$ cat config.mk
export PLATFORM = sky130hd
export DESIGN_NAME = adc_scan_sequencer
export DESIGN_NICKNAME = d
export VERILOG_FILES = /design/src/rtl/adc_pkg.sv /design/src/rtl/adc_chan_pick.sv /design/src/rtl/adc_scan_sequencer.sv
export SDC_FILE = /design/constraint.sdc
export NUM_CORES = 1
export LEC_CHECK = 0
export ABC_AREA = 1
export BUFFER_PORTS_ARGS = -buffer_cell sky130_fd_sc_hd__buf_4
export CORE_AREA = 2 2 93 95
export CTS_CLUSTER_DIAMETER = 50
export CTS_CLUSTER_SIZE = 16
export DETAILED_ROUTE_END_ITERATION = 12
export DIE_AREA = 0 0 95 97
export HOLD_SLACK_MARGIN = 0.12
export PLACE_DENSITY = 0.87
export SLEW_MARGIN = 20
export SYNTH_ARGS = -nofsm -noshare
export SYNTH_HDL_FRONTEND = slang
export SYNTH_SLANG_ARGS = --single-unit
$ cat constraint.sdc
create_clock -name clk -period 4.6 [get_ports clk]
set_clock_uncertainty 0.05 [all_clocks]
set_input_delay 0.23 -clock clk [delete_from_list [all_inputs] [get_ports clk]]
set_output_delay 0.23 -clock clk [all_outputs]
set_load 0.01 [all_outputs]
$ cat src/rtl/adc_pkg.sv
// Shared definitions for the ADC scan sequencer and the sweep block it drives.
package adc_pkg;

  localparam int ADC_WIDTH = 8;

  typedef enum logic [2:0] {
    ST_IDLE    = 3'd0,
    ST_SELECT  = 3'd1,
    ST_SETTLE  = 3'd2,
    ST_CONVERT = 3'd3,
    ST_STORE   = 3'd4,
    ST_NEXT    = 3'd5
  } adc_state_e;

endpackage

$ cat src/rtl/adc_chan_pick.sv
// Combinational channel finder: lowest set bit of a mask and the next set bit above a given index.
module adc_chan_pick #(
  parameter int N = 4,
  parameter int W = 2
) (
  input  logic [N-1:0] mask,
  input  logic [W-1:0] cur,
  output logic [W-1:0] next_idx,
  output logic         found,
  output logic [W-1:0] lowest_idx
);

  // Scan from the top down so the last hit is the lowest qualifying bit.
  always_comb begin
    next_idx   = '0;
    found      = 1'b0;
    lowest_idx = '0;
    for (int i = N - 1; i >= 0; i--) begin
      lowest_idx = mask[i] ? W'(i) : lowest_idx;
      next_idx   = (mask[i] && (i > int'(cur))) ? W'(i) : next_idx;
      found      = (mask[i] && (i > int'(cur))) ? 1'b1 : found;
    end
  end

endmodule

$ cat src/rtl/adc_scan_sequencer.sv
// Multiplexes one PWM ramp ADC across NUM_CH mux inputs, averaging AVG samples per channel
// into a readable result bank and streaming each result out as it completes.
module adc_scan_sequencer
  import adc_pkg::*;
#(
  parameter int NUM_CH         = 4,
  parameter int WIDTH          = ADC_WIDTH,
  parameter int SETTLE_CYCLES  = 1024,
  parameter int AVG_LOG2       = 2,
  parameter int TIMEOUT_CYCLES = 4194304,
  localparam int CH_W          = (NUM_CH > 1) ? $clog2(NUM_CH) : 1
) (
  input  logic              clk,
  input  logic              reset,
  input  logic              start,
  input  logic              continuous,
  input  logic [NUM_CH-1:0] ch_mask,
  output logic              busy,
  output logic [CH_W-1:0]   mux_sel,
  output logic              sweep_reset,
  output logic              sweep_enable,
  input  logic              sweep_drdy,
  input  logic [WIDTH-1:0]  sweep_data,
  output logic              result_valid,
  output logic [CH_W-1:0]   result_chan,
  output logic [WIDTH-1:0]  result_data,
  output logic              timeout_err,
  input  logic [CH_W-1:0]   rd_chan,
  output logic [WIDTH-1:0]  rd_data
);

  localparam int ACC_W   = WIDTH + AVG_LOG2;
  localparam int NS_W    = AVG_LOG2 + 1;
  localparam int CNT_MAX = (SETTLE_CYCLES > TIMEOUT_CYCLES) ? SETTLE_CYCLES : TIMEOUT_CYCLES;
  localparam int CNT_W   = $clog2(CNT_MAX + 1);

  localparam logic [CNT_W-1:0] SETTLE_LOAD = CNT_W'(SETTLE_CYCLES - 1);
  localparam logic [CNT_W-1:0] TMO_LOAD    = CNT_W'(TIMEOUT_CYCLES - 1);
  localparam logic [NS_W-1:0]  NS_FULL     = NS_W'(32'd1 << AVG_LOG2);

  adc_state_e        state_q, state_d;
  logic [CH_W-1:0]   chan_q, chan_d;
  logic [NUM_CH-1:0] mask_q, mask_d;
  logic [CH_W-1:0]   mux_sel_q, mux_sel_d;
  logic [CNT_W-1:0]  cnt_q, cnt_d;
  logic [ACC_W-1:0]  acc_q, acc_d;
  logic [NS_W-1:0]   nsamp_q, nsamp_d;
  logic              drdy_q;
  logic              busy_q, busy_d;
  logic              sweep_reset_q, sweep_reset_d;
  logic              sweep_enable_q, sweep_enable_d;
  logic              result_valid_q, result_valid_d;
  logic [CH_W-1:0]   result_chan_q, result_chan_d;
  logic [WIDTH-1:0]  result_data_q, result_data_d;
  logic              timeout_err_q, timeout_err_d;
  logic [WIDTH-1:0]  bank_q [NUM_CH];
  logic [WIDTH-1:0]  bank_d [NUM_CH];

  logic              edge_s;
  logic [WIDTH-1:0]  sample_s;
  logic [WIDTH-1:0]  avg_s;
  logic [CH_W-1:0]   cur_next_s, cur_lowest_s;
  logic              cur_found_s;
  logic [CH_W-1:0]   in_next_s, in_lowest_s;
  logic              in_found_s;
  logic              unused_pick_s;

  adc_chan_pick #(.N(NUM_CH), .W(CH_W)) u_pick_cur (
    .mask       (mask_q),
    .cur        (chan_q),
    .next_idx   (cur_next_s),
    .found      (cur_found_s),
    .lowest_idx (cur_lowest_s)
  );

  adc_chan_pick #(.N(NUM_CH), .W(CH_W)) u_pick_in (
    .mask       (ch_mask),
    .cur        (chan_q),
    .next_idx   (in_next_s),
    .found      (in_found_s),
    .lowest_idx (in_lowest_s)
  );

  assign unused_pick_s = ^{in_next_s, in_found_s, cur_lowest_s};

  // A missing sample (timeout) is replaced by full scale so it is obvious in the average.
  assign edge_s   = sweep_drdy & ~drdy_q;
  assign sample_s = edge_s ? sweep_data : {WIDTH{1'b1}};

  // Next-state and next-output computation for the scan sequencer.
  always_comb begin
    state_d        = state_q;
    chan_d         = chan_q;
    mask_d         = mask_q;
    cnt_d          = cnt_q;
    acc_d          = acc_q;
    nsamp_d        = nsamp_q;
    result_valid_d = 1'b0;
    result_chan_d  = result_chan_q;
    result_data_d  = result_data_q;
    timeout_err_d  = timeout_err_q;
    bank_d         = bank_q;
    avg_s          = '0;

    case (state_q)
      ST_IDLE: begin
        if (start && (ch_mask != '0)) begin
          mask_d        = ch_mask;
          chan_d        = in_lowest_s;
          timeout_err_d = 1'b0;
          state_d       = ST_SELECT;
        end else begin
          state_d = ST_IDLE;
        end
      end
      ST_SELECT: begin
        cnt_d   = SETTLE_LOAD;
        acc_d   = '0;
        nsamp_d = '0;
        state_d = ST_SETTLE;
      end
      ST_SETTLE: begin
        if (cnt_q == '0) begin
          cnt_d   = TMO_LOAD;
          state_d = ST_CONVERT;
        end else begin
          cnt_d = cnt_q - CNT_W'(1);
        end
      end
      ST_CONVERT: begin
        if (edge_s || (cnt_q == '0)) begin
          acc_d         = acc_q + ACC_W'(sample_s);
          nsamp_d       = nsamp_q + NS_W'(1);
          timeout_err_d = timeout_err_q | ~edge_s;
          if (nsamp_d == NS_FULL) begin
            avg_s          = WIDTH'(acc_d >> AVG_LOG2);
            result_valid_d = 1'b1;
            result_chan_d  = chan_q;
            result_data_d  = avg_s;
            bank_d[chan_q] = avg_s;
            state_d        = ST_STORE;
          end else begin
            cnt_d = TMO_LOAD;
          end
        end else begin
          cnt_d = cnt_q - CNT_W'(1);
        end
      end
      ST_STORE: begin
        state_d = ST_NEXT;
      end
      ST_NEXT: begin
        if (cur_found_s) begin
          chan_d  = cur_next_s;
          state_d = ST_SELECT;
        end else if (continuous) begin
          // Wrap point: the only place a new channel mask is taken mid-run.
          mask_d = ch_mask;
          if (ch_mask != '0) begin
            chan_d  = in_lowest_s;
            state_d = ST_SELECT;
          end else begin
            state_d = ST_IDLE;
          end
        end else begin
          state_d = ST_IDLE;
        end
      end
      default: begin
        state_d = ST_IDLE;
      end
    endcase

    busy_d         = (state_d != ST_IDLE);
    sweep_enable_d = (state_d == ST_CONVERT);
    sweep_reset_d  = (state_d == ST_SELECT);
    mux_sel_d      = (state_d == ST_SELECT) ? chan_d : mux_sel_q;
  end

  // State, datapath and registered outputs; the sweep is held in reset while we are.
  always_ff @(posedge clk or negedge reset) begin
    if (!reset) begin
      state_q        <= ST_IDLE;
      chan_q         <= '0;
      mask_q         <= '0;
      mux_sel_q      <= '0;
      cnt_q          <= '0;
      acc_q          <= '0;
      nsamp_q        <= '0;
      drdy_q         <= 1'b0;
      busy_q         <= 1'b0;
      sweep_reset_q  <= 1'b1;
      sweep_enable_q <= 1'b0;
      result_valid_q <= 1'b0;
      result_chan_q  <= '0;
      result_data_q  <= '0;
      timeout_err_q  <= 1'b0;
      bank_q         <= '{default: '0};
    end else begin
      state_q        <= state_d;
      chan_q         <= chan_d;
      mask_q         <= mask_d;
      mux_sel_q      <= mux_sel_d;
      cnt_q          <= cnt_d;
      acc_q          <= acc_d;
      nsamp_q        <= nsamp_d;
      drdy_q         <= sweep_drdy;
      busy_q         <= busy_d;
      sweep_reset_q  <= sweep_reset_d;
      sweep_enable_q <= sweep_enable_d;
      result_valid_q <= result_valid_d;
      result_chan_q  <= result_chan_d;
      result_data_q  <= result_data_d;
      timeout_err_q  <= timeout_err_d;
      bank_q         <= bank_d;
    end
  end

  // Combinational readback; out-of-range selects read as zero.
  always_comb begin
    if (int'(rd_chan) < NUM_CH) begin
      rd_data = bank_q[rd_chan];
    end else begin
      rd_data = '0;
    end
  end

  assign busy         = busy_q;
  assign mux_sel      = mux_sel_q;
  assign sweep_reset  = sweep_reset_q;
  assign sweep_enable = sweep_enable_q;
  assign result_valid = result_valid_q;
  assign result_chan  = result_chan_q;
  assign result_data  = result_data_q;
  assign timeout_err  = timeout_err_q;

endmodule

**Word level (Yosys, flattened, before mapping)**

Index checks and enable logic that the tools add are counted.

- Bits in registers: 95
- Bits in latches: 0
- Bits in writable memories: 0
- Memory bits (read-only): 0
- Bits of input ports: 19
- Output and inout bits: 25
- Word-level logic and storage cells: 114
- Memories: 0

- Add/subtract/negate cells: 3
- $mul: 0
- Div/mod/pow operators: 0
- Magnitude comparators: 6
- Equality and inequality tests: 13
- Shifts and indexed selects: 0
- Muxes and demuxes: 48
- Bitwise gates (word level): 6
- Reductions and logical operators: 19

Operators with widths:

| operator | number |
|---|---|
| $mux 23 | 3 |
| $pmux 23 s3 | 1 |
| $bwmux 32 | 1 |
| $mux 8 | 4 |
| $logic_not 23->1 | 1 |
| $sub 23x1->23 const B | 1 |
| $mux 2 | 11 |
| $pmux 10 s2 | 1 |
| $mux 3 | 6 |
| $pmux 3 s6 | 1 |
| $bmux 8 s2 | 1 |
| $demux 8 s2 | 1 |
| $mux 4 | 3 |
| $add 10x8->10 | 1 |
| $mux 1 | 10 |
| $mux 10 | 1 |
| $eq 3x2->1 const B | 3 |
| $eq 3x3->1 const B | 3 |
| $ne 2x2->1 const B | 4 |
| $pmux 4 s2 | 1 |
| $eq 3x1->1 const B | 2 |
| $ge 3x3->1 const B | 2 |
| $not 2->3 | 2 |
| $pmux 3 s2 | 1 |
| other kinds (19) | 30 |

**Logic depth before layout (Yosys ltp)**

Gate-level depths: netlist of run 1.

- Depth after elaboration: 8
- Mapped depth: 15
- Gate-level depth less buffers: 14

**Hierarchy**

From an unflattened synthesis of run 1, not the netlist that was laid out.

- Cell total of the unflattened synthesis: 760
- Area total of the unflattened synthesis: 5596.6 um2

Modules (own cells, without submodules):

| module | instances | cells each | area each (um2) | sequential area each (um2) |
|---|---|---|---|---|
| adc_scan_sequencer | 1 | 726 | 5449.0 | 2378.5 |
| adc_chan_pick | 2 | 17 | 73.8 | 0.0 |

**Worst setup path before layout of run 1**

Ideal clock, no wire load.

- Kind: reg-to-reg
- Start point: register drdy_q
- End point: register result_data_q[2] (netlist: result_data[2])
- Setup time: 0.140 ns
- Arrival: 2.254 ns
- Required time: 4.410 ns
- Path slack: 2.156 ns
- Stages on the path, launching flop included: 11
- Buffers on the path: 1
- Clock period less this slack: 2.444 ns
- Cells stage by stage: dfrtp_1 -> nor2_1 -> inv_1 -> clkbuf_1 -> or2_2 -> ha_1 -> fa_1 -> a21oi_1 -> o21ai_0 -> xor2_1 -> o21ai_0

- Longest elaborated chain between the ends: 4
- Elaborated cells between the ends (all ways): 6
- Those cells by class: add/sub: 1; mux: 1; bitwise: 2; reduce/logical: 2

RTL lines:

| item | RTL line | source |
|---|---|---|
| start: declaration | adc_scan_sequencer.sv:48 | `logic drdy_q;` |
| start signal: assignment | adc_scan_sequencer.sv:207 | `drdy_q <= sweep_drdy;` |
| $not 1->1 (*) | adc_scan_sequencer.sv:87 | `assign edge_s = sweep_drdy & ~drdy_q;` |
| $and 1x1->1 (*) | adc_scan_sequencer.sv:87 |  |
| $mux 8 or $logic_or 1x1->1 (tied branches) | adc_scan_sequencer.sv:88, adc_scan_sequencer.sv:131 |  |
| $add 10x8->10 or $reduce_and 3->1 (tied branches) | -- |  |
| end signal: assignment | adc_scan_sequencer.sv:213 | `result_data_q <= result_data_d;` |
| end: declaration | adc_scan_sequencer.sv:54 | `logic [WIDTH-1:0] result_data_q, result_data_d;` |

Every way passes the cells marked *; elsewhere a longest branch is shown, timed or not.
A chain may end at the register's enable or synchronous reset.

**Final worst setup path of run 1**

- Start point: input sweep_drdy
- End point: register acc_q[7]

- Longest elaborated chain between the ends: 5
- Elaborated cells between the ends (all ways): 8
- Those cells by class: add/sub: 1; eq/ne: 1; mux: 3; bitwise: 1; reduce/logical: 2

RTL lines:

| item | RTL line | source |
|---|---|---|
| start: declaration | adc_scan_sequencer.sv:22 | `input logic sweep_drdy,` |
| $and 1x1->1 (*) | adc_scan_sequencer.sv:87 |  |
| $mux 8 | adc_scan_sequencer.sv:88 | `assign sample_s = edge_s ? sweep_data : {WIDTH{1'b1}};` |
| $add 10x8->10 | adc_scan_sequencer.sv:132 | `acc_d = acc_q + ACC_W'(sample_s);` |
| $mux 10 | adc_scan_sequencer.sv:131 | `if (edge_s \|\| (cnt_q == '0)) begin` |
| $pmux 10 s2 | adc_scan_sequencer.sv:105 | `case (state_q)` |
| end signal: assignment | adc_scan_sequencer.sv:188 | `acc_q <= '0;` |
| end signal: assignment | adc_scan_sequencer.sv:205 | `acc_q <= acc_d;` |
| end: declaration | adc_scan_sequencer.sv:46 | `logic [ACC_W-1:0] acc_q, acc_d;` |

Every way passes the cells marked *; elsewhere a longest branch is shown, timed or not. The select of a mux whose other input is x is not followed.

==> flow_metrics.env, run 1 <==
export IMPL_seq_area_frac_synth_pct=45.3
export IMPL_drive_gt1_share_pct=13.6
export IMPL_dieArea_sq_um=9220
export IMPL_grt_pass1_wl_um=20800
export IMPL_r2r_cells=10
export IMPL_min_path_cells=4
export IMPL_ctsResizeCount=0
export IMPL_combinationalPowerShare_pct=44.4
export IMPL_power_mw=3.40
export IMPL_ir_drop_mv=0.336
export IMPL_diodes=0
export IMPL_hold_viol=0
export IMPL_cts_setup_buffers=0
export IMPL_fmax_ghz=0.358
export IMPL_grt_ovfl_total=0
export IMPL_rows=33
export IMPL_drv_cap=0
export IMPL_vias=4645
export IMPL_hpwl_um=8690
export IMPL_ant_nets=0
export IMPL_clock_sinks=94
export IMPL_rsz0062_at_grt="no"
export IMPL_min_from="ch_mask[0]"
export IMPL_ys_warn_count=0
export IMPL_synth_compound_area_share_pct=11.8
export IMPL_yosys_area_share_simple_pct=30.8
export IMPL_worstMarginPinSlew_ns=0.743
export IMPL_cts_tree="done"
export IMPL_gr_usage_all_layers_pct=28.4
export IMPL_fin_crit_ns=2.79
export IMPL_cts_buffers=9
export IMPL_cts_hold_buffers_added=5
export IMPL_path_max_fanout=12
export IMPL_wl_um=12100
export IMPL_nNetsFinal=756
export IMPL_areaGrowthSynthToFinish_pct=11.8
export IMPL_p_int_mw=1.85
export IMPL_syn_nets=710
export IMPL_drt_iter0_markers=256
export IMPL_hp_class="input pin to flop"
export IMPL_vias_per_cell=5.56
export IMPL_clkTransAtPathRegs_ns=0.10
export IMPL_run_status="finished clean"
export IMPL_crit_path_end_kind="flop"
export IMPL_first_pass_iters=5
export IMPL_synth_fa_ha_area_share_pct=3.03
export IMPL_finalSetupViolCount=0
export IMPL_p_seq_share_pct=39.3
export IMPL_globalplace_congestion=0.961
export IMPL_clock_root_buffer="clkbuf_8"
export IMPL_wire_per_inst_um=14.5
export IMPL_ys_types=35
export IMPL_initial_core_util_pct=63.9
export IMPL_synthCells=679
export IMPL_die_height_um=97
export IMPL_switching_power_mw=1.55
export IMPL_pin_count=44
export IMPL_maxSlewViolCount=0
export IMPL_clk_path_buf_depth=2
export IMPL_cp_start_kind="input pin"
export IMPL_swShare_pct=45.6
export IMPL_syn_avg_cell_area_sq_um=7.66
export IMPL_grt_pass1_vias=4602
export IMPL_drc_errors=0
export IMPL_syn_cell_area_sq_um=5200
export IMPL_power_density_nw_per_um2=585
export IMPL_dieWidth_um=95
export IMPL_place_area_sq_um=5560
export IMPL_rrSetupSlack_ns=1.92
export IMPL_p_leak_nw=2.91
export IMPL_ys_ff_latch=94
export IMPL_rr_endpoint="acc_q[7]$_DFFE_PN0P_"
export IMPL_clockPowerShare_pct=16.3
export IMPL_synth_top_family_by_area="simple AND/OR/NAND/NOR gates"
export IMPL_slew_headroom_pct=50.4
export IMPL_arrival_ns=2.97
export IMPL_setup_tns_ns=0
export IMPL_h_tree_depth=3
export IMPL_synth_xor_area_share_pct=2.53
export IMPL_stdcell_area_sq_um=5810
export IMPL_muxShareOfSynthArea_pct=0
export IMPL_required_ns=4.78
export IMPL_whs_endpoint="chan_q[0]$_DFF_PN0_"
export IMPL_core_sq_um=8130
export IMPL_r2r_start="drdy_q$_DFF_PN0_"
export IMPL_min_period_over_period_pct=60.7
export IMPL_crit_type="input pin to flop"
export IMPL_grt_max_degree=58
export IMPL_antenna_found_initial=0
export IMPL_clock_latency_ns=0.37
export IMPL_port_buffers=43
## final cells by class
cell class              count  area [sq um]
inverters                  63           241
fillers                   648          2320
well taps                 105           131
clock inverters             7          80.1
repair buffers             49           380
multi-input cells         508          2500
clock buffers               9           124
flip-flops and latches     94          2350
## per-stage QoR
stage                     hold slack (ns)  cells  setup slack [ns]  utilization (%)
after floorplan                    -0.116    679              2.16                -
after global placement              0.282    814              2.01             68.4
after detailed placement            0.287    814              1.92             68.4
after CTS                           0.135    835              1.80             71.5
after global routing                0.180    835              1.54             71.5
final                               0.149    835              1.81             71.5
## per-layer routing
metal  GRT usage, %  routed length (um)  up-vias
met5              0                   0        -
met1           35.4                5040     2210
li1               -                   -     2281
met3           4.75                 500       29
met2           48.9                6150      125
met4           10.5                 385        0
## Yosys cell counts (all sizes together)
library cell,count,area [sq um]
o21bai,4,30.0
o21ai,78,409
nor3,4,20.0
o2111ai,1,8.76
xnor2,6,52.6
ha,11,138
nand2,209,830
or2,8,50.1
a22oi,1,7.51
fa,1,20.0
inv,62,233
a31oi,1,6.26
buf,10,86.3
clkbuf,4,15.0
nor3b,1,7.51
dfstp,1,26.3
o22ai,9,56.3
xor2,9,78.8
nor2,97,399
nand3b,2,15.0
nand3,41,243
dfrtp,93,2330
nand4,6,37.5
clkinv,1,8.76
a21oi,19,95.1
## state kept, by name, indices dropped and copies added (netlist names), 2 cells and up
register	count
result_chan	2
mux_sel	2
state_q	3
nsamp_q	3
result_data	8
cnt_q	23
mask_q	3
acc_q	10
bank_q	32
chan_q	2
## worst max-delay path by stage
stage	from	to	cells after the start
after floorplan	drdy_q$_DFF_PN0_	result_data[2]$_DFFE_PN0P_	10
after global placement	drdy_q$_DFF_PN0_	result_data[2]$_DFFE_PN0P_	9
after detailed placement	drdy_q$_DFF_PN0_	result_data[2]$_DFFE_PN0P_	9
after CTS	sweep_drdy	result_data[2]$_DFFE_PN0P_	12
after global routing	sweep_drdy	result_data[5]$_DFFE_PN0P_	13
final	sweep_drdy	acc_q[7]$_DFFE_PN0P_	13
## power by group through the flow
stage	registers, mW	clock network (mW)	logic, mW
3_5_place_dp	1.34	0	1.50
6_report	1.34	0.554	1.51
2_1_floorplan	1.31	0	1.09
5_1_grt	1.37	0.598	1.73
3_3_place_gp	1.33	0	1.43
4_1_cts	1.33	0.560	1.51
## kinds of logic (layout without fill, tap and decap cells)
kind of cell | count (synthesis) | after routing
AOI/OAI and AO/OA | 113 | 113
buffers and inverters | 77 | 128
and+or+nand+nor | 368 | 368
xor gates and xnor gates | 15 | 15
adders and majority gates | 12 | 12
DFF | 94 | 94
## cells in the final DEF (no fill, tap or decap), drive strengths merged, types with 9 or more instances in the layout
cell type / n
a21oi: 19
buf: 44
clkbuf: 9
dfrtp: 93
ha: 11
inv: 65
nand2: 209
nand3: 41
nor2: 97
o21ai: 78
o22ai: 9
xor2: 9
## critical path, stage by stage
cell           delay (ns)
dlygate4sd3_1        0.52
buf_4                0.10
inv_1                0.03
nor2_1               0.07
inv_1                0.18
or2_2                0.34
ha_1                 0.32
inv_1                0.09
o21ai_0              0.28
a21oi_1              0.09
nand2_1              0.09
xor2_1               0.46
o21ai_0              0.15
No activity file was read; power rests on OpenSTA's default activity.
==> inputs of run 2 (changes only) <==
--- a/config.mk
+++ b/config.mk
@@ -7,13 +7,13 @@
 export LEC_CHECK = 0
 export ABC_AREA = 1
 export BUFFER_PORTS_ARGS = -buffer_cell sky130_fd_sc_hd__buf_4
-export CORE_AREA = 2 2 93 95
+export CORE_AREA = 2 2 97 99
 export CTS_CLUSTER_DIAMETER = 50
 export CTS_CLUSTER_SIZE = 16
 export DETAILED_ROUTE_END_ITERATION = 12
-export DIE_AREA = 0 0 95 97
+export DIE_AREA = 0 0 99 101
 export HOLD_SLACK_MARGIN = 0.12
-export PLACE_DENSITY = 0.87
+export PLACE_DENSITY = 0.81
 export SLEW_MARGIN = 20
 export SYNTH_ARGS = -nofsm -noshare
 export SYNTH_HDL_FRONTEND = slang
==> constraint.sdc (replaced) <==
create_clock -name clk -period 2.65 [get_ports clk]
set_clock_uncertainty 0.05 [all_clocks]
set_input_delay 0.1325 -clock clk [delete_from_list [all_inputs] [get_ports clk]]
set_output_delay 0.1325 -clock clk [all_outputs]
set_load 0.01 [all_outputs]
==> flow_metrics.env, run 2 (synthesized netlist as in run 1, its figures left out) <==
export IMPL_layout_common_cells="200 x nand2_1, 93 x dfrtp_1, 87 x nor2_1"
export IMPL_antenna_found_initial=0
export IMPL_drc_errors=0
export IMPL_cts_tree="done"
export IMPL_clock_sinks=94
export IMPL_clk_path_buf_depth=2
export IMPL_p_int_mw=3.33
export IMPL_globalplace_congestion=0.964
export IMPL_dieWidth_um=99
export IMPL_path_delay_family="simple AND/OR/NAND/NOR gates"
export IMPL_crit_path_top_delay_cell="dlygate4sd3_1"
export IMPL_fmax_ghz=0.413
export IMPL_power_mw=6.05
export IMPL_clkTransAtPathRegs_ns=0.10
export IMPL_clock_root_buffer="clkbuf_8"
export IMPL_initial_core_util_pct=57.9
export IMPL_largest_reg_flops=32
export IMPL_first_pass_iters=4
export IMPL_nNetsFinal=767
export IMPL_grt_ovfl_total=0
export IMPL_clock_latency_ns=0.37
export IMPL_rows=35
export IMPL_finalSetupViolCount=0
export IMPL_p_leak_nw=2.96
export IMPL_diodes=0
export IMPL_final_common_cell="nand2_1"
export IMPL_crit_type="input pin to flop"
export IMPL_wire_per_inst_um=14.0
export IMPL_drive_gt1_share_pct=15.2
export IMPL_slew_headroom_pct=56.4
export IMPL_pin_count=44
export IMPL_hp_class="input pin to flop"
export IMPL_port_buffers=43
export IMPL_swShare_pct=45.0
export IMPL_final_util_pct=66.0
export IMPL_hpwl_um=8760
export IMPL_min_period_over_period_pct=91.3
export IMPL_fin_crit_ns=2.42
export IMPL_cp_cell_sequence="dlygate4sd3_1 -> buf_4 -> inv_1 -> nor2_1 -> inv_2 -> or2_2 -> ha_1 -> fa_2 -> a21oi_1 -> o21ai_1 -> nand2_1 -> nand2_1 -> nand2_1 -> nand2_2 -> nand2_1 -> o21ai_0"
export IMPL_ir_drop_mv=0.566
export IMPL_drv_cap=0
export IMPL_h_tree_depth=3
export IMPL_worstMarginPinSlew_ns=0.653
export IMPL_gr_usage_all_layers_pct=25.1
export IMPL_power_density_nw_per_um2=1020
export IMPL_vias_per_cell=5.48
export IMPL_run_status="finished clean"
export IMPL_wl_um=11900
export IMPL_stdcell_area_sq_um=5930
export IMPL_required_ns=2.85
export IMPL_cp_slowest_stage_delay_ns=0.54
export IMPL_arrival_ns=2.62
export IMPL_setup_tns_ns=0
export IMPL_reg_top3="bank_q (32), cnt_q (23), acc_q (10)"
export IMPL_fin_cells=852
export IMPL_grt_pass1_wl_um=20400
export IMPL_regMostFlops="bank_q"
export IMPL_ant_nets=0
export IMPL_dieArea_sq_um=10000
export IMPL_hold_viol=0
export IMPL_grt_max_degree=55
export IMPL_maxSlewViolCount=0
export IMPL_grt_pass1_vias=4688
export IMPL_areaGrowthSynthToFinish_pct=14.0
export IMPL_path_buf_inv=4
export IMPL_place_area_sq_um=5640
export IMPL_path_common_cell="nand2_1"
export IMPL_combinationalPowerShare_pct=45.9
export IMPL_crit_path_end_kind="flop"
export IMPL_clockPowerShare_pct=15.8
export IMPL_p_seq_share_pct=38.3
export IMPL_cts_buffers=9
export IMPL_drt_iter0_markers=206
export IMPL_die_height_um=101
export IMPL_cp_start_kind="input pin"
export IMPL_path_max_fanout=9
export IMPL_vias=4672
export IMPL_dp_cells=829
export IMPL_switching_power_mw=2.72
export IMPL_core_sq_um=8980
## run 2: layout make-up
| class | instances | area [sq um] |
|---|---|---|
| clock inverters | 7 | 80.1 |
| fillers | 771 | 3050 |
| inverters | 63 | 241 |
| multi-input cells | 508 | 2520 |
| repair buffers | 60 | 468 |
| well taps | 111 | 139 |
| clock buffers | 9 | 124 |
| flip-flops and latches | 94 | 2350 |
## run 2: worst paths after layout
check,start,end,slack (ns),depth (start not counted)
worst max-delay path,sweep_drdy,acc_q[8]$_DFFE_PN0P_,0.23,16
worst min-delay path,sweep_data[0],acc_q[0]$_DFFE_PN0P_,0.14,5
worst max register to register,drdy_q$_DFF_PN0_,acc_q[8]$_DFFE_PN0P_,0.28,13
worst min register to register,cnt_q[0]$_DFFE_PN0P_,cnt_q[0]$_DFFE_PN0P_,0.43,1
max in group asynchronous,reset,sweep_reset$_DFF_PN1_,1.52,3
min in group asynchronous,reset,bank_q[9]$_DFFE_PN0P_,0.28,2
## run 2: tightest hold or removal path, delay by kind of cell
family                   cells  cell delay, ns
buffers and inverters        1            0.08
AND/OR/NAND/NOR              3            0.20
adder cells (fa/ha/maj)      1            0.11
## run 2: routing by layer
metal | part of all wire (%) | GRT usage [%] | wire (um) | vias to the layer above
met3 | 4.4 | 3.26 | 529 | 28
met4 | 2.9 | 13.3 | 341 | 0
met5 | 0 | 0 | 0 | -
met2 | 50 | 42.5 | 5920 | 126
met1 | 43 | 31.4 | 5120 | 2206
li1 | - | - | - | 2312
## run 2: power groups by stage
| stage | Clock, mW | Sequential, mW | Combinational [mW] |
|---|---|---|---|
| finish | 0.957 | 2.32 | 2.78 |
| global route | 1.02 | 2.38 | 3.16 |
| global placement | 0 | 2.32 | 2.61 |
| detailed placement | 0 | 2.34 | 2.72 |
| CTS | 0.968 | 2.31 | 2.75 |
| floorplan | 0 | 2.27 | 1.88 |
## run 2: metrics by stage
stage	setup WS (ns)	hold WS, ns
global placement	0.220	0.147
global route	-0.000588	0.155
detailed placement	0.122	0.150
floorplan	0.206	-0.213
CTS	0.0781	0.132
finish	0.231	0.141
## run 2: repair_timing
action,in CTS,in global routing
setup endpoints to repair,0,18
hold buffers,7,0
setup buffers,0,0
gates resized for setup,0,6
endpoints found under the hold margin,57,0
==> inputs of run 3 (changes only) <==
--- a/config.mk
+++ b/config.mk
@@ -13,7 +13,7 @@
 export DETAILED_ROUTE_END_ITERATION = 12
 export DIE_AREA = 0 0 99 101
 export HOLD_SLACK_MARGIN = 0.12
-export PLACE_DENSITY = 0.81
+export PLACE_DENSITY = 0.78
 export SLEW_MARGIN = 20
 export SYNTH_ARGS = -nofsm -noshare
 export SYNTH_HDL_FRONTEND = slang
==> flow_metrics.env, run 3 (synthesized netlist as in run 1, its figures left out) <==
export IMPL_areaGrowthSynthToFinish_pct=13.9
export IMPL_fin_cells=851
export IMPL_core_sq_um=8980
export IMPL_finalSetupViolCount=0
export IMPL_vias_per_cell=5.47
export IMPL_regMostFlops="bank_q"
export IMPL_dieArea_sq_um=10000
export IMPL_grt_ovfl_total=0
export IMPL_path_max_fanout=9
export IMPL_drt_iter0_markers=246
export IMPL_cts_setup_buffers=0
export IMPL_r2r_cells=12
export IMPL_layout_common_cells="200 x nand2_1, 93 x dfrtp_1, 87 x nor2_1"
export IMPL_run_status="finished clean"
export IMPL_initial_core_util_pct=57.9
export IMPL_fin_crit_ns=2.40
export IMPL_dieWidth_um=99
export IMPL_grt_pass1_vias=4555
export IMPL_fill_cells=762
export IMPL_min_period_over_period_pct=90.6
export IMPL_rrSetupSlack_ns=0.29
export IMPL_crit_type="input pin to flop"
export IMPL_hold_viol=0
export IMPL_final_common_cell="nand2_1"
export IMPL_final_util_pct=66.0
export IMPL_fin_ws_ns=0.248
export IMPL_rsz0062_at_grt="no"
export IMPL_largest_reg_flops=32
export IMPL_clk_path_buf_depth=2
export IMPL_power_density_nw_per_um2=1020
export IMPL_pin_count=44
export IMPL_drv_cap=0
export IMPL_holdWs_ns=0.134
export IMPL_gr_usage_all_layers_pct=25.6
export IMPL_slew_headroom_pct=66.6
export IMPL_port_buffers=43
export IMPL_rows=35
export IMPL_vias=4655
export IMPL_clock_latency_ns=0.37
export IMPL_startpoint="sweep_drdy"
export IMPL_h_tree_depth=3
export IMPL_wire_per_inst_um=14.1
export IMPL_cts_tree="done"
export IMPL_arrival_ns=2.62
export IMPL_hp_class="input pin to flop"
export IMPL_dpl_worst_slack_ns=0.117
export IMPL_drc_errors=0
export IMPL_globalplace_congestion=0.903
export IMPL_clock_root_buffer="clkbuf_8"
export IMPL_required_ns=2.86
export IMPL_cts_buffers=9
export IMPL_crit_path_end_kind="flop"
export IMPL_grt_max_degree=38
export IMPL_fmax_ghz=0.416
export IMPL_min_path_cells=6
export IMPL_grt_pass1_wl_um=20700
export IMPL_ir_drop_mv=0.492
export IMPL_cp_start_kind="input pin"
export IMPL_maxSlewViolCount=0
export IMPL_nNetsFinal=766
export IMPL_wl_um=12000
export IMPL_clock_sinks=94
export IMPL_drive_gt1_share_pct=15.1
export IMPL_clkTransAtPathRegs_ns=0.11
export IMPL_diodes=0
export IMPL_setup_tns_ns=0
export IMPL_antenna_found_initial=0
export IMPL_first_pass_iters=5
export IMPL_dp_cells=828
export IMPL_r2r_start="drdy_q$_DFF_PN0_"
export IMPL_reg_top3="bank_q (32), cnt_q (23), acc_q (10)"
export IMPL_p_leak_nw=2.95
export IMPL_die_height_um=101
export IMPL_worstMarginPinSlew_ns=0.501
export IMPL_min_from="continuous"
export IMPL_hpwl_um=8760
export IMPL_ant_nets=0
run 3: cell types whose count changed in the layout (fill, tap and decap cells not counted):
cell | previous run | this run
buf_4 | 53 | 52
run 3: power breakdown:
group | leakage (nW) | internal, mW | switching, mW | total (mW)
clock | 0.0990 | 0.373 | 0.586 | 0.959
combinational | 1.69 | 1.01 | 1.75 | 2.76
sequential | 1.16 | 1.93 | 0.385 | 2.32
run 3: cell type report:
type / count / area [sq um] / share of cell area [%]
Clock buffer: 9 / 124 / 2.09
Sequential cell: 94 / 2350 / 39.7
Timing Repair Buffer: 59 / 460 / 7.78
Multi-Input combinational cell: 508 / 2520 / 42.6
Inverter: 63 / 241 / 4.08
Tap cell: 111 / 139 / 2.35
Clock inverter: 7 / 80.1 / 1.35
run 3: final timing paths:
kind,to
min in group asynchronous,bank_q[5]$_DFFE_PN0P_
worst max-delay path,bank_q[23]$_DFFE_PN0P_
worst min-delay path,chan_q[0]$_DFF_PN0_
max in group asynchronous,bank_q[21]$_DFFE_PN0P_
worst max register to register,bank_q[23]$_DFFE_PN0P_
worst min register to register,cnt_q[0]$_DFFE_PN0P_
run 3: what timing repair did:
action / in CTS / in global routing
resized for setup: 0 / 6
setup endpoints to repair: 0 / 19
endpoints found under the hold margin: 42 / 0
hold buffers: 7 / 0
run 3: critical path, stage by stage:
cell           delay, ns
dlygate4sd3_1       0.53
buf_4               0.10
inv_1               0.03
nor2_1              0.10
inv_2               0.08
or2_2               0.28
ha_1                0.32
inv_1               0.13
o21bai_1            0.12
o21ai_0             0.25
nand3_1             0.11
nand2_1             0.07
nand2_1             0.16
nand2_1             0.14
nand2_1             0.07
run 3: layer usage:
metal / routed length, um / share of wire (%) / global-route usage [%] / vias to the layer above
met3: 563 / 4.7 / 3.74 / 36
met4: 450 / 3.8 / 11.3 / 0
met5: 0 / 0 / 0 / -
met1: 5080 / 42 / 32.4 / 2187
met2: 5900 / 49 / 43.9 / 142
li1: - / - / - / 2290
run 3: through the flow:
step	power [mW]	area (sq um)
4_1_cts	6.01	5900
2_1_floorplan	4.16	5200
6_report	6.04	5920
3_5_place_dp	5.04	5630
3_3_place_gp	4.93	5630
5_1_grt	6.57	5920
